**config.mk**
```make
export PLATFORM = sky130hd
export DESIGN_NAME = sodor5_isa_alu
export DESIGN_NICKNAME = d
export VERILOG_FILES = /design/src/rtl/sodor5_isa_pkg.sv /design/src/rtl/sodor5_isa_alu.sv
export SDC_FILE = /design/constraint.sdc
export NUM_CORES = 1
export LEC_CHECK = 0
export CORE_AREA = 2 2 123 125
export DETAILED_ROUTE_END_ITERATION = 8
export DIE_AREA = 0 0 125 127
export DONT_BUFFER_PORTS = 1
export GPL_ROUTABILITY_DRIVEN = 0
export PLACE_DENSITY = 0.8
export SYNTH_ARGS = -nofsm -noshare
export SYNTH_HDL_FRONTEND = slang
export SYNTH_SLANG_ARGS = --single-unit
```
**constraint.sdc**
```tcl
create_clock -name vclk -period 3.1
set_input_delay 0.31 -clock vclk [all_inputs]
set_output_delay 0.31 -clock vclk [all_outputs]
set_load 0.005 [all_outputs]
```
**src/rtl/sodor5_isa_pkg.sv**
```systemverilog
// Shared constants, commit-trace record and immediate decoders for the
// Sodor RV32I (OP-IMM / LOAD / STORE) architectural reference model.
package sodor5_isa_pkg;

   localparam int NUM_REGS   = 32;
   localparam int WORD_SIZE  = 32;
   localparam int DMEM_WORDS = 16;

   localparam logic [6:0] OPC_OPIMM = 7'b0010011;
   localparam logic [6:0] OPC_LOAD  = 7'b0000011;
   localparam logic [6:0] OPC_STORE = 7'b0100011;

   localparam logic [2:0] F3_ADDI  = 3'd0;
   localparam logic [2:0] F3_SLLI  = 3'd1;
   localparam logic [2:0] F3_SLTI  = 3'd2;
   localparam logic [2:0] F3_SLTIU = 3'd3;
   localparam logic [2:0] F3_XORI  = 3'd4;
   localparam logic [2:0] F3_SRXI  = 3'd5;
   localparam logic [2:0] F3_ORI   = 3'd6;
   localparam logic [2:0] F3_ANDI  = 3'd7;

   localparam logic [2:0] F3_LB  = 3'd0;
   localparam logic [2:0] F3_LH  = 3'd1;
   localparam logic [2:0] F3_LW  = 3'd2;
   localparam logic [2:0] F3_LBU = 3'd4;
   localparam logic [2:0] F3_LHU = 3'd5;

   localparam logic [2:0] F3_SB = 3'd0;
   localparam logic [2:0] F3_SH = 3'd1;
   localparam logic [2:0] F3_SW = 3'd2;

   typedef struct packed {
      logic                 valid;
      logic [WORD_SIZE-1:0] pc;
      logic                 wen;
      logic [4:0]           rd;
      logic [WORD_SIZE-1:0] wdata;
      logic                 store_en;
      logic [WORD_SIZE-1:0] store_addr;
      logic [WORD_SIZE-1:0] store_wdata;
   } commit_t;

   function automatic logic [WORD_SIZE-1:0] imm_i(input logic [31:0] instr);
      return {{20{instr[31]}}, instr[31:20]};
   endfunction

   function automatic logic [WORD_SIZE-1:0] imm_s(input logic [31:0] instr);
      return {{20{instr[31]}}, instr[31:25], instr[11:7]};
   endfunction

endpackage

```
**src/rtl/sodor5_isa_alu.sv**
```systemverilog
// Combinational OP-IMM ALU. alt is instr[30] and only matters for the
// right shifts (SRAI vs SRLI); the shift amount is the low five imm bits.
module sodor5_isa_alu
   import sodor5_isa_pkg::*;
(
   input  logic [2:0]           funct3,
   input  logic                 alt,
   input  logic [WORD_SIZE-1:0] a,
   input  logic [WORD_SIZE-1:0] imm,
   output logic [WORD_SIZE-1:0] result
);

   logic [4:0] shamt;

   assign shamt = imm[4:0];

   always_comb begin
      result = '0;
      case (funct3)
         F3_ADDI:  result = a + imm;
         F3_SLLI:  result = a << shamt;
         F3_SLTI:  result = {{(WORD_SIZE-1){1'b0}}, ($signed(a) < $signed(imm))};
         F3_SLTIU: result = {{(WORD_SIZE-1){1'b0}}, (a < imm)};
         F3_XORI:  result = a ^ imm;
         F3_SRXI:  result = alt ? WORD_SIZE'($signed(a) >>> shamt) : (a >> shamt);
         F3_ORI:   result = a | imm;
         F3_ANDI:  result = a & imm;
         default:  result = '0;
      endcase
   end

endmodule

```
; Word level (Yosys, flattened, before mapping)
; Cells that the tools add are included.
[totals]
ramBits = 0
word_cells = 19
latchBits = 0
inputBits = 68
regBits = 0
romBits = 0
memories = 0
[op_classes]
n_addsub = 1
multipliers = 0
shift = 3
div_mod_pow = 0
n_lt_le_gt_ge = 2
mux = 2
bitwise = 3
n_eq_ne = 7
reduce_logical = 1
[ops]
columns = op, count
row1 = 32-bit case mux with 8 select lines, 1
row2 = 32-bit less-than comparator, 2
row3 = 32-bit adder, 1
row4 = 32-bit AND, 1
row5 = 32-bit two-way mux, 1
row6 = 32-bit bitwise OR, 1
row7 = 32-bit by 5-bit << shifter with 32-bit output, 1
row8 = 32-bit by 5-bit right shift with 32-bit output, 1
row9 = 32-bit by 5-bit >>> shifter with 32-bit output, 1
row10 = 32-bit bitwise XOR, 1
row11 = "3-bit == test, second input constant", 4
row12 = "3-bit by 2-bit == test with 1-bit output, second input constant", 2
row13 = "3-bit by 1-bit == test with 1-bit output, second input constant", 1
row14 = 3-bit logical NOT, 1

; Longest topological paths before layout
; Gate-level depths: netlist (run 1).
[logic_depth]
word_depth = 3
ltp_mapped = 13
ltp_nobuf = 10

; Worst setup path after synthesis (run 1)
; No wires, ideal clock.
[synth_path]
kind = input to output
start = in imm[2]
end = out result[22]
n_path_buf = 3
required_ps = 2790
path_slack_ps = -290
path_stages = 13
t_arrival_ps = 3080
path_cell_list = buf_2 inv_2 buf_2 buf_1 ha_1 inv_1 o21bai_1 a41oi_1 o21ai_0 o21ai_1 o311ai_4 a2111oi_0 a211oi_1
[synth_between]
elab_chain_cells = 3
[synth_lines]
columns = element, line
row1 = from (decl), sodor5_isa_alu.sv:9  ; input logic [WORD_SIZE-1:0] imm,
row2 = branches (longest 2 deep; another with 32-bit adder), -
row3 = 32-bit case mux with 8 select lines (*), sodor5_isa_alu.sv:19  ; case (funct3)
row4 = to (decl), sodor5_isa_alu.sv:10  ; output logic [WORD_SIZE-1:0] result
; Mark *: on every way between the ends.

; Final worst setup path (run 1)
[layout_path]
start = in a[12]
end = out result[23]
[layout_between]
elab_chain_cells = 3
[layout_lines]
columns = element, line
row1 = from (decl), sodor5_isa_alu.sv:8  ; input logic [WORD_SIZE-1:0] a,
row2 = branches (longest 2 deep; another with 32-bit adder), -
row3 = 32-bit case mux with 8 select lines (*), sodor5_isa_alu.sv:19
; Marked as above.

==> key figures, run 1 <==
Run status
  – Status: complete, but fails checks
  – Failing checks: DRC

Placement
  – PortBufs: 0
  – Pre-CTS setup slack: -0.0809 ns
  – Placed cells: 1,311
  – Placed cell areas: 0.00799 mm²
  – DP HPWL: 22,200 µm

Drt
  – Drt drc: 2
  – WL/cell: 22.4 µm
  – Number of DRC markers in iteration 0: 1,710
  – Via density: 7.14
  – Vias: ~9,400
  – WL final: 29,400 µm
  – Remaining antenna violation count: 0
  – First-pass iteration count of the detailed router: 9

Run
  – Max-Cap Viols: 0

Timing
  – Pin slew with the least headroom to its limit: 0.747 ns
  – RSZ-0062 raised after global routing: false
  – Endpoints failing setup: 0
  – Final slew viol count: 0
  – Relative slew slack: about half
  – Tcrit/Tclk final: 96.9%
  – Fmax: 333 MHz
  – Min Clock Period, post-route: around 3 ns
  – Final hold violation count: 0
  – Post-route setup slack: 0.0953 ns

Synth
  – Cell taking the most area after synthesis: ha_1
  – Sequential cell area fraction in the yosys report: 0%
  – Cells after Synth: 1,176
  – Top cells by area, synth: ha_1 (16%), mux2i_1 (9.2%), a21oi_1 (9.0%), nor2_1 (7.6%), o21ai_0 (6.5%)
  – Synth Cell Area: 0.00783 mm²
  – Distinct cells, synth: 73
  – Syn avg cell area: 6.65 µm²
  – Synth cell count leaders: nor2_1 (158), a21oi_1 (140), o21ai_0 (102), ha_1 (97), nand2_1 (97)
  – Top-count cell post-synth: nor2_1
  – Syn_nets: 1,342
  – Share of the synthesized area in the top cell type: between 10% and 20%
  – Synth warnings: 0

Layout
  – Fill count: 1,394
  – ANT cells: 0
  – Register Area: 0 µm²
  – Fin cells: 1,311
  – Nets: around 1,300
  – Synth-to-Final Area Change: 2.65%
  – Seq cells: 0
  – Clock Buffer Count: 0
  – Final Cell Area: 0.00803 mm²
  – Share of layout cells above drive strength 1: a little under a tenth

Global routing
  – First-pass GRT wire length: between 40,000 and 50,000 µm
  – Initial antenna violation count: 0
  – Grt ovf: 0
  – Number of global-route vias before repair: 8,325
  – Largest net degree at the start of global routing: between 90 and 100
  – GRT Overall Usage: a little over a third

Pwr
  – Maximum VDD drop: 95.6 µV
  – Leakage power: between 0.003 and 0.004 µW
  – PD cells: approximately 170 mW/mm²

Critical path
  – Worst EP arrival: 2.69 ns
  – CP max FO: 7
  – Type of origin of the critical path: primary input
  – CP endpoint kind: output pin
  – WS Path Type: primary input to output pin
  – Data required, critical path: 2.79 ns

Die
  – I/O Pins: 100
  – FP Rows: between 40 and 50
  – Initial core utilization: between 50% and 60%
  – Die height: 127 µm
  – Die X: 125 µm
  – Die area: 0.0159 mm²
  – Placeable Area: between 0.01 and 0.015 mm²

Worst hold path
  – Hold Path Class: primary input to output pin

CTS
  – Post-CTS Setup Bufs: 0
  – Post-CTS Hold Buffers: 0
timing repair:
item / in CTS / in global routing
resized for setup: 2 / 7
pin swaps: 1 / 0
endpoints found under the setup margin: 3 / 10
metrics by stage:
stage | TNS [ns] | hold slack (ns) | utilization (%) | total power (µW)
2_1_floorplan | 0 | 0.911 | - | 1030
3_3_place_gp | -0.0294 | 0.776 | 55.4 | 1280
3_5_place_dp | -0.122 | 0.782 | 55.4 | 1300
4_1_cts | 0 | 0.781 | 55.4 | 1300
5_1_grt | 0 | 0.805 | 55.7 | 1470
6_report | 0 | 0.783 | 55.7 | 1370
worst max-delay path: stages:
cell and delay (ns):
inv_1 0.06, ha_1 0.41, a21oi_1 0.33, o21bai_1 0.13, a221o_1 0.34, nor3_1 0.15
a21oi_1 0.13, a31oi_1 0.33, buf_4 0.18, xor2_1 0.06, a22oi_1 0.26
cells by family (layout without fill, tap and decap cells):
logic type	count (synthesis)	in the layout	share of synthesized area, %
AOI/OAI and AO/OA	414	414	33.1
buffers and inverters	187	138	9.94
xor gates and xnor gates	17	17	1.90
adders and majority gates	98	98	15.8
and+or+nand+nor	341	341	18.6
muxes	119	119	20.7
cell type report:
class / count / area [µm²] / share of cell area (%)
well taps: 184 / 230 / 2.87
repair buffers: 48 / 360 / 4.49
multi-input cells: 989 / 7100 / 88.4
inverters: 90 / 340 / 4.24
cell usage in the layout (no fill, tap or decap), types with 6 or more instances in the layout:
| cell type | netlist | final |
|---|---|---|
| nor2_1 | 158 | 157 |
| mux2i_1 | 72 | 72 |
| a21o_1 | 13 | 13 |
| a22oi_1 | 16 | 16 |
| nand2_1 | 97 | 97 |
| nor3_1 | 23 | 22 |
| a211oi_1 | 19 | 19 |
| xor2_1 | 6 | 6 |
| o21ai_0 | 102 | 101 |
| a221oi_1 | 8 | 6 |
| o211ai_1 | 21 | 21 |
| inv_1 | 89 | 89 |
| xnor2_1 | 11 | 11 |
| o221ai_1 | 12 | 12 |
| ha_1 | 97 | 97 |
| mux2_2 | 17 | 17 |
| nand4_1 | 6 | 6 |
| mux4_1 | 8 | 8 |
| nand3_1 | 22 | 22 |
| o22ai_1 | 18 | 18 |
| o21bai_1 | 9 | 8 |
| mux4_2 | 21 | 21 |
| a21oi_1 | 140 | 140 |
| buf_4 | 4 | 48 |
routing by layer:
metal  global-route usage, %  share of wire, %  routed length [µm]
met4                    16.9               6.8                1990
met3                    7.62                14                4170
met5                       0                 0                   0
met2                    55.5                43               12600
met1                    44.7                36               10600
final timing paths:
check | startpoint | endpoint | depth (start not counted)
max | a[12] | result[23] | 11
min | funct3[2] | result[30] | 2
where the power goes:
| part | internal (µW) | switching (µW) | total (µW) |
|---|---|---|---|
| clock | 0 | 0 | 0 |
| sequential | 0 | 0 | 0 |
| combinational | 558 | 812 | 1370 |
| total | 558 | 812 | 1370 |
No activity file was read; power rests on OpenSTA's default activity.
==> inputs of run 2 (changes only) <==
- CELL_PAD_IN_SITES_DETAIL_PLACEMENT: default -> 1
- CELL_PAD_IN_SITES_GLOBAL_PLACEMENT: default -> 1
- CORE_AREA: 2 2 123 125 -> 2 2 137 139
- DIE_AREA: 0 0 125 127 -> 0 0 139 141
- GPL_TIMING_DRIVEN: default -> 0
- PLACE_DENSITY: 0.8 -> 0.88
- REMOVE_ABC_BUFFERS: default -> 1
==> key figures, run 2 (synthesized netlist as in run 1, its figures left out) <==
Timing
  – Post-route setup slack: 0.0308 ns (-0.0645 ns)
  – Setup TNS: 0 ns (unchanged)
  – Min Clock Period, post-route: 3.07 ns (+0.0645 ns)
  – Pin slew with the least headroom to its limit: 1.29 ns (+0.544 ns)
  – Endpoints failing setup: 0 (unchanged)
  – Fmax: 326 MHz (-2.1%)
  – Final slew viol count: 0 (unchanged)
  – Final hold violation count: 0 (unchanged)
  – Relative slew slack: 13.9% (-36 points)
  – Tcrit/Tclk final: 99.0% (+2.1 points)
  – RSZ-0062 raised after global routing: true

Layout
  – Commonest non-fill, non-tap cell in the layout: nor2_1
  – ANT cells: 0 (unchanged)
  – Core Util, Final: 44.3% (-11 points)
  – Clock Buffer Count: 0 (unchanged)
  – Seq cells: 0 (unchanged)
  – Final Cell Area: 0.00809 mm² (+0.65%)
  – Register Area: 0 µm² (unchanged)
  – Fill count: 2,429 (+74%)
  – Synth-to-Final Area Change: 3.33%
  – Share of layout cells above drive strength 1: 9.29% (-0.29 points)
  – Commonest cells after routing, fill and taps aside: nor2_1 (156), a21oi_1 (138), o21ai_0 (98)
  – Nets: 1,266 (-2.2%)

Die
  – Die height: 141 µm (+11%)
  – Initial core utilization: 42.8% (-11 points)
  – Die X: 139 µm (+11%)
  – Die area: 0.0196 mm² (+23%)
  – FP Rows: 50 (+14%)
  – I/O Pins: 100 (unchanged)
  – Placeable Area: 0.0183 mm² (+27%)

Placement
  – Placed cell areas: 0.00774 mm² (-3.1%)
  – DP HPWL: 25,200 µm (+13%)
  – Pre-CTS setup slack: -1.11 ns (-1.03 ns)
  – PortBufs: 0 (unchanged)

Drt
  – Drt drc: 0 (-2)
  – Number of DRC markers in iteration 0: 1,341 (-22%)
  – WL final: 34,500 µm (+17%)
  – First-pass iteration count of the detailed router: 6 (-3)
  – WL/cell: 25.9 µm (+16%)
  – Remaining antenna violation count: 0 (unchanged)
  – Vias: 9,535 (+1.9%)
  – Via density: 7.16 (+0.31%)

Critical path
  – Crit path cell chain: clkinvlp_4 > ha_4 > a21oi_1 > a2bb2oi_4 > o31ai_4 > o211ai_1 > nand3_2 > buf_4 > a31oi_2 > or4_1 > nand3_1
  – WS Path Type: primary input to output pin
  – CP max stage cell: or4_1
  – Worst path max stage delay: 0.50 ns (+0.09 ns)
  – Worst EP arrival: 2.76 ns (+0.07 ns)
  – CP delay by family, top: compound AO/OA/AOI/OAI gates
  – Buffers and inverters on the worst path: 2 (unchanged)
  – Type of origin of the critical path: primary input
  – CP endpoint kind: output pin
  – Data required, critical path: 2.79 ns (about the same)
  – CP max FO: 95 (+88)

Global routing
  – Grt ovf: 0 (unchanged)
  – Largest net degree at the start of global routing: 96 (unchanged)
  – Initial antenna violation count: 0 (unchanged)
  – First-pass GRT wire length: 51,700 µm (+14%)
  – Number of global-route vias before repair: 9,127 (+9.6%)
  – GRT Overall Usage: 32.5% (-2.3 points)

Run status
  – Status: finished, final reports clean

Worst hold path
  – Hold Path Class: primary input to output pin

Pwr
  – PD cells: 176 mW/mm² (+3.1%)
  – Leakage power: 0.00343 µW (-4.2%)
  – Maximum VDD drop: 70.4 µV (-26%)
  – Total power: 1420 µW (+3.7%)

Run
  – Max-Cap Viols: 0 (unchanged)

CTS
  – Post-CTS Hold Buffers: 0 (unchanged)
==> run 2: cell types whose count changed in the layout (fill, tap and decap cells not counted), sizes merged <==
| cell | delta |
|---|---|
| buf | -32 |
| clkinvlp | +7 |
| inv | -4 |
==> run 2: metrics by stage <==
stage          hold slack [ns]  instances
2_1_floorplan            0.740       1079
3_3_place_gp             0.779       1313
3_5_place_dp             0.782       1316
4_1_cts                  0.779       1325
5_1_grt                  0.785       1332
6_report                 0.780       1332
==> run 2: timing repair <==
item,in CTS,in global routing
gates cloned,3,0
endpoints found under the setup margin,27,14
buffers inserted,6,7
pin swaps,3,8
gates resized for setup,30,21
==> run 2: power breakdown <==
group          leakage (µW)  internal [µW]  total, µW  switching [µW]
clock network             0              0          0               0
registers                 0              0          0               0
logic               0.00343            544       1420             878
==> run 2: per-layer routing <==
layer,vias up,wire (µm),track usage [%]
li1,4136,-,-
met1,4540,12900,41.1
met2,671,15500,54.2
met3,188,3750,5.60
met4,0,2340,15.0
met5,-,0,0
==> run 2: path summary, 6_finish.rpt <==
kind | from | end | depth (start not counted)
setup / recovery | imm[1] | result[31] | 11
hold / removal | funct3[2] | result[30] | 2
==> run 2: final cells by class <==
type / count / area [µm²] / share of cell area [%]
Multi-Input combinational cell: 989 / 7270 / 89.8
Timing Repair Buffer: 16 / 148 / 1.83
Timing Repair inverter: 3 / 15.0 / 0.186
Inverter: 90 / 365 / 4.52
Tap cell: 234 / 293 / 3.62
